--- src/rtl/bcd_seg_pkg.sv ---
// Shared types and segment constants for the BCD 7-segment scanner.
// Segment order is {g,f,e,d,c,b,a}, active-high.
package bcd_seg_pkg;

  typedef logic [6:0] seg_t;

  localparam seg_t SEG_0    = 7'h3F;
  localparam seg_t SEG_1    = 7'h06;
  localparam seg_t SEG_2    = 7'h5B;
  localparam seg_t SEG_3    = 7'h4F;
  localparam seg_t SEG_4    = 7'h66;
  localparam seg_t SEG_5    = 7'h6D;
  localparam seg_t SEG_6    = 7'h7D;
  localparam seg_t SEG_7    = 7'h07;
  localparam seg_t SEG_8    = 7'h7F;
  localparam seg_t SEG_9    = 7'h6F;
  localparam seg_t SEG_DASH = 7'h40;
  localparam seg_t BLANK    = 7'h00;

endpackage

--- src/rtl/seg7_decode.sv ---
// Combinational BCD nibble to 7-segment decoder. Non-decimal nibbles
// (A..F) render as a centre dash so corrupted counts are visible.
module seg7_decode
  import bcd_seg_pkg::*;
(
  input  logic [3:0] nibble,
  output seg_t       seg
);

  // Nibble lookup; anything outside 0..9 shows a dash.
  always_comb begin
    seg = SEG_DASH;
    case (nibble)
      4'd0:    seg = SEG_0;
      4'd1:    seg = SEG_1;
      4'd2:    seg = SEG_2;
      4'd3:    seg = SEG_3;
      4'd4:    seg = SEG_4;
      4'd5:    seg = SEG_5;
      4'd6:    seg = SEG_6;
      4'd7:    seg = SEG_7;
      4'd8:    seg = SEG_8;
      4'd9:    seg = SEG_9;
      default: seg = SEG_DASH;
    endcase
  end

endmodule

--- src/rtl/bcd_seg_scanner.sv ---
// Time-multiplexed 7-segment driver for a packed BCD count.
// A valid/ready handshake fills a one-entry pending buffer; the pending
// value is promoted to the display register only at a frame boundary so
// no digit changes in the middle of a scan.
// Optional build macro: SEG_LZB_EN enables leading-zero blanking
// (digit 0 is never blanked).
module bcd_seg_scanner
  import bcd_seg_pkg::*;
#(
  parameter int DIGITS    = 3,
  parameter int SCAN_DIV  = 1000,
  parameter int DIV_WIDTH = 16
) (
  input  logic                  clk,
  input  logic                  rst,
  input  logic                  en,
  input  logic [4*DIGITS-1:0]   bcd,
  input  logic                  bcd_valid,
  output logic                  bcd_ready,
  output logic [DIGITS-1:0]     an,
  output logic [6:0]            seg,
  output logic                  frame_done
);

  localparam int IDX_W = (DIGITS > 1) ? $clog2(DIGITS) : 1;
  localparam logic [DIV_WIDTH-1:0] PRESC_LAST = DIV_WIDTH'(SCAN_DIV - 1);
  localparam logic [IDX_W-1:0]     IDX_LAST   = IDX_W'(DIGITS - 1);

  logic [DIV_WIDTH-1:0]  presc_r;
  logic [IDX_W-1:0]      idx_r;
  logic [4*DIGITS-1:0]   disp_r;
  logic [4*DIGITS-1:0]   pend_r;
  logic                  pend_full_r;
  logic [DIGITS-1:0]     an_r;
  seg_t                  seg_r;
  logic                  frame_done_r;

  logic                  tick_s;
  logic                  boundary_s;
  logic [3:0]            nib_s;
  seg_t                  dec_s;
  logic                  sel_blank_s;
  logic [DIGITS-1:0]     an_next_s;

  assign tick_s     = en && (presc_r == PRESC_LAST);
  assign boundary_s = tick_s && (idx_r == IDX_LAST);

  // Ready is combinational on purpose: it must read low during reset.
  assign bcd_ready  = !pend_full_r && !rst;
  assign an         = an_r;
  assign seg        = seg_r;
  assign frame_done = frame_done_r;

  // Prescaler: counts enabled cycles within one digit slot, frozen when en=0.
  always_ff @(posedge clk) begin
    if (rst) begin
      presc_r <= {DIV_WIDTH{1'b0}};
    end else if (en) begin
      presc_r <= (presc_r == PRESC_LAST) ? {DIV_WIDTH{1'b0}}
                                         : presc_r + DIV_WIDTH'(1);
    end else begin
      presc_r <= presc_r;
    end
  end

  // Digit index: advances one slot per prescaler wrap, wraps after the top digit.
  always_ff @(posedge clk) begin
    if (rst) begin
      idx_r <= {IDX_W{1'b0}};
    end else if (tick_s) begin
      idx_r <= (idx_r == IDX_LAST) ? {IDX_W{1'b0}} : idx_r + IDX_W'(1);
    end else begin
      idx_r <= idx_r;
    end
  end

  // Handshake: frame-boundary promotion has priority; capture only when empty.
  always_ff @(posedge clk) begin
    if (rst) begin
      disp_r      <= {(4*DIGITS){1'b0}};
      pend_r      <= {(4*DIGITS){1'b0}};
      pend_full_r <= 1'b0;
    end else if (boundary_s && pend_full_r) begin
      disp_r      <= pend_r;
      pend_r      <= pend_r;
      pend_full_r <= 1'b0;
    end else if (bcd_valid && !pend_full_r) begin
      disp_r      <= disp_r;
      pend_r      <= bcd;
      pend_full_r <= 1'b1;
    end else begin
      disp_r      <= disp_r;
      pend_r      <= pend_r;
      pend_full_r <= pend_full_r;
    end
  end

  // Select the display nibble for the digit currently being scanned.
  always_comb begin
    nib_s = 4'h0;
    for (int k = 0; k < DIGITS; k++) begin
      nib_s = (idx_r == IDX_W'(k)) ? disp_r[4*k +: 4] : nib_s;
    end
  end

  seg7_decode u_dec (
    .nibble (nib_s),
    .seg    (dec_s)
  );

`ifdef SEG_LZB_EN
  // Leading-zero blanking: digit k>0 goes dark when it and every higher digit are zero.
  always_comb begin
    logic zero_above;
    zero_above  = 1'b1;
    sel_blank_s = 1'b0;
    for (int k = DIGITS - 1; k >= 1; k--) begin
      zero_above  = zero_above && (disp_r[4*k +: 4] == 4'h0);
      sel_blank_s = (idx_r == IDX_W'(k)) ? zero_above : sel_blank_s;
    end
  end
`else
  // No blanking in this build: every digit is always decoded.
  always_comb begin
    sel_blank_s = 1'b0;
  end
`endif

  // One-hot anode for the current digit.
  always_comb begin
    an_next_s = DIGITS'(1) << idx_r;
  end

  // Registered outputs: one cycle behind idx/display; dark when disabled.
  always_ff @(posedge clk) begin
    if (rst) begin
      an_r         <= {DIGITS{1'b0}};
      seg_r        <= BLANK;
      frame_done_r <= 1'b0;
    end else begin
      frame_done_r <= boundary_s;
      if (en) begin
        an_r  <= an_next_s;
        seg_r <= sel_blank_s ? BLANK : dec_s;
      end else begin
        an_r  <= {DIGITS{1'b0}};
        seg_r <= BLANK;
      end
    end
  end

endmodule
--- config.mk ---
export PLATFORM = sky130hd
export DESIGN_NAME = bcd_seg_scanner
export DESIGN_NICKNAME = d
export VERILOG_FILES = /design/src/rtl/bcd_seg_pkg.sv /design/src/rtl/seg7_decode.sv /design/src/rtl/bcd_seg_scanner.sv
export SDC_FILE = /design/constraint.sdc
export NUM_CORES = 1
export LEC_CHECK = 0
export CAP_MARGIN = 10
export CORE_MARGIN = 2
export CORE_UTILIZATION = 53
export DETAILED_ROUTE_END_ITERATION = 10
export DONT_BUFFER_PORTS = 1
export GPL_ROUTABILITY_DRIVEN = 0
export PLACE_DENSITY_LB_ADDON = 0.15
export SYNTH_ARGS = -nofsm -noshare
export SYNTH_HDL_FRONTEND = slang
export SYNTH_HIERARCHICAL = 1
export SYNTH_SLANG_ARGS = --single-unit
--- constraint.sdc ---
create_clock -name clk -period 6.15 [get_ports clk]
set_input_delay 1.23 -clock clk [delete_from_list [all_inputs] [get_ports clk]]
set_output_delay 1.23 -clock clk [all_outputs]
set_load 0.01 [all_outputs]
==> qor.yml <==
switchingPower_uw: 134.0
overflow: 0
worst_slew_pin_slew_ns: 1.189
synth_nets: 304
crit_type: "primary input to primary output"
clk_root_buffer_cell: "clkbuf_8"
min_path_type: "register to register"
layout.nets: 293
path_clk_slew_ns: 0.10
path_depth: 1
first_global_vias: 1556
cp_slowest_cell: "nor2_1"
cap_violations: 0
path_cells: "nor2_1"
numCtsBuffers: 5
drt_iter0_markers: 68
fp.coreArea_mm2: 0.004384
die_x_um: 71.48
regArea_mm2: 0.001081
maxSlewHeadroom_pct: 19.88
worst_setup_path_start_kind: "primary input"
io_pins: 28
crit_buf_inv: 0
yosysTopAreaCell: "dfxtp_1"
rows: 24
drc: 0
ir_drop_mv: 0.1776
worstSetupEndpointType: "primary output"
swShare_pct: 21.58
die-area_mm2: 0.005109
pwr-share-clk_pct: 38.2
hold_viol: 0
syn_to_final_growth_pct: 3.681
power_density_mw_per_mm2: 248.2
via_per_inst: 5.567
synthCells: 281
htree_num_levels: 2
skew_ns: 0.005358
status: "completed"
crit_end: "bcd_ready"
period_minus_slack_ns: 2.634
ys_warn_count: 6
clk-insertion-delay-late_ns: 0.30
dr.pass1.iters: 4
p_comb_share_pct: 2.9
drt-total-wl_um: 4183
cp_data_arrival_time_ns: 1.40
cp_top_family: "simple AND/OR/NAND/NOR gates"
avgRoutedWirePerCell_um: 12.95
ys_seq_area_share_pct: 44.79
final_cell_area_mm2: 0.002502
async_flop_share_pct: 0
portBuffers: 0
fmax_mhz: 379.7
cp.required_ns: 4.92
synthTopCellsByArea: "dfxtp_1 (45%), nand4_1 (5.7%), nand2_1 (5.4%)"
vias: 1798
rr_worst_depth: 5
r2r_setup_slack_ns: 3.65
cpPeakStageDelay_ns: 0.17
fin_crit_sh_pct: 42.83
syn-cell-area_mm2: 0.002414
power_frac_seq_pct: 59.0
cts_setup_buffers: 0
setup_violations: 0
r2r-start: "idx_r[0]"
antennaDiodeCount: 0
cts_resized: 0
grt_usage_pct: 17.41
ys_types: 34
final_core_util_pct: 57.08
yosys.area.top_type_share_pct: 44.79
synth_edf_count: 0
cp_max_fo: 32
ctsHoldBuffers: 0
avgSynthCellArea_um2: 8.589
fp.dieH_um: 71.48
maxSlewViolCount: 0
multi_input_area_mm2: 0.001227
dpl.hpwl_um: 2869
drive_above_1_share_pct: 5.166
initial_core_util_pct: 55.05
ys.flop_type: "dfxtp_1"
crit_start: "rst"
ys_ff_latch: 54
grt_pass1_wl_um: 7210
p_int_uw: 487.0
r2r-end: "seg[0]"
grt_antenna_before_repair: 0
fillers: 417
final.setup.tns_ns: 0
cts.sinks: 54
placed_area_mm2: 0.002389
rsz0062_at_grt: "no"
cts_buffer_depth: 2
cts_tree: "built"
detail-route-antenna-nets: 0
leakagePower_nw: 0.8543
grt_max_degree: 33
## layer usage
| layer | vias to the layer above | share of wire [%] | wire, um | track usage (%) |
|---|---|---|---|---|
| met2 | 41 | 44 | 1836 | 27.26 |
| met4 | 0 | 0.72 | 30 | 4.403 |
| met3 | 4 | 3.8 | 158 | 4.219 |
| met1 | 805 | 52 | 2157 | 24.27 |
| met5 | - | 0 | 0 | 0 |
| li1 | 948 | - | - | - |
## metrics by stage
step | total power [mW] | setup WS, ns | hold WS (ns) | cells
floorplan | 0.3923 | 3.327 | 0.4367 | 281
global placement | 0.3920 | 3.519 | 0.4397 | 315
detailed placement | 0.3925 | 3.519 | 0.4439 | 315
CTS | 0.6290 | 3.519 | 0.4600 | 323
global route | 0.6492 | 3.416 | 0.4773 | 323
finish | 0.6210 | 3.516 | 0.4570 | 323
## flip-flops by register name, indices dropped and copies added (netlist names)
signal       cells
seg              7
disp_r          12
pend_full_r      1
an               3
pend_r          12
frame_done       1
idx_r            2
presc_r         16
## tightest hold or removal path: stages, from the launching register on
cell and delay (ns):
dfxtp_1 0.32, nand2_1 0.05, a21oi_1 0.05
## cell usage after synthesis, types with 2 or more instances
master    count
a21o_1        2
a21oi_1      24
and2_1       10
buf_1         2
buf_2         2
buf_6         3
clkbuf_1     10
dfxtp_1      54
ha_1          7
inv_1         4
mux2i_1       8
nand2_1      35
nand2b_1      3
nand3_1       5
nand4_1      22
nor2_1       26
nor2b_1       7
nor3_1        5
nor4_1        5
o21ai_0      15
o22ai_1       5
or4_1         3
xnor2_1      11
xor2_1        3
## power groups by stage
stage	combinational [mW]	clock [mW]	sequential (mW)
final	0.0177	0.237	0.366
after global routing	0.0209	0.261	0.368
after CTS	0.0181	0.245	0.366
after detailed placement	0.0180	0	0.375
after global placement	0.0176	0	0.374
after floorplan	0.0202	0	0.372
## logic make-up (layout without fill, tap and decap cells)
group           after synthesis  in the layout  share of synthesized area [%]
simple gates                126            126                          26.54
flops                        54             54                          44.79
compound gates               49             49                          11.56
buf+inv                      22             12                          4.614
xor+xnor                     14             14                          5.080
mux                           9              9                          3.784
fa+ha+maj                     7              7                          3.629
## how the worst min path moves through the flow
stage	start	end	slack [ns]	cells past startpoint
after global routing	pend_r[4]	pend_r[4]	0.48	2
after global placement	pend_r[4]	pend_r[4]	0.44	2
after CTS	pend_r[6]	pend_r[6]	0.46	2
final	pend_r[6]	pend_r[6]	0.46	2
after detailed placement	pend_r[6]	pend_r[6]	0.44	2
after floorplan	pend_r[11]	pend_r[11]	0.44	2
## layout make-up
class | instances | area share [%]
Clock buffer | 5 | 2.750
Clock inverter | 3 | 1.800
Inverter | 4 | 0.6000
Multi-Input combinational cell | 205 | 49.05
Sequential cell | 54 | 43.20
Tap cell | 52 | 2.600
## placed cells by master, fill, tap and decap left out
cell        count
or4_1           3
mux2i_1         8
nor2b_4         1
nor4_1          4
dfxtp_1        54
and3b_1         1
inv_1           4
bufinv_16       1
mux2_2          1
nor2_1         26
o32ai_2         1
nand4_1        22
nand2b_2        1
or2_1           1
nand3_1         5
nor3b_1         1
xor2_1          3
o21ai_0        15
and2_1         10
nor3_1          5
o22ai_1         5
nor4_2          1
clkinvlp_4      2
a21o_1          2
nor2b_1         7
nand2b_1        3
xnor2_1        11
a22oi_2         1
ha_1            7
clkbuf_8        5
o31a_1          1
a21oi_1        24
nand2_1        35
No activity file was read; power rests on OpenSTA's default activity.
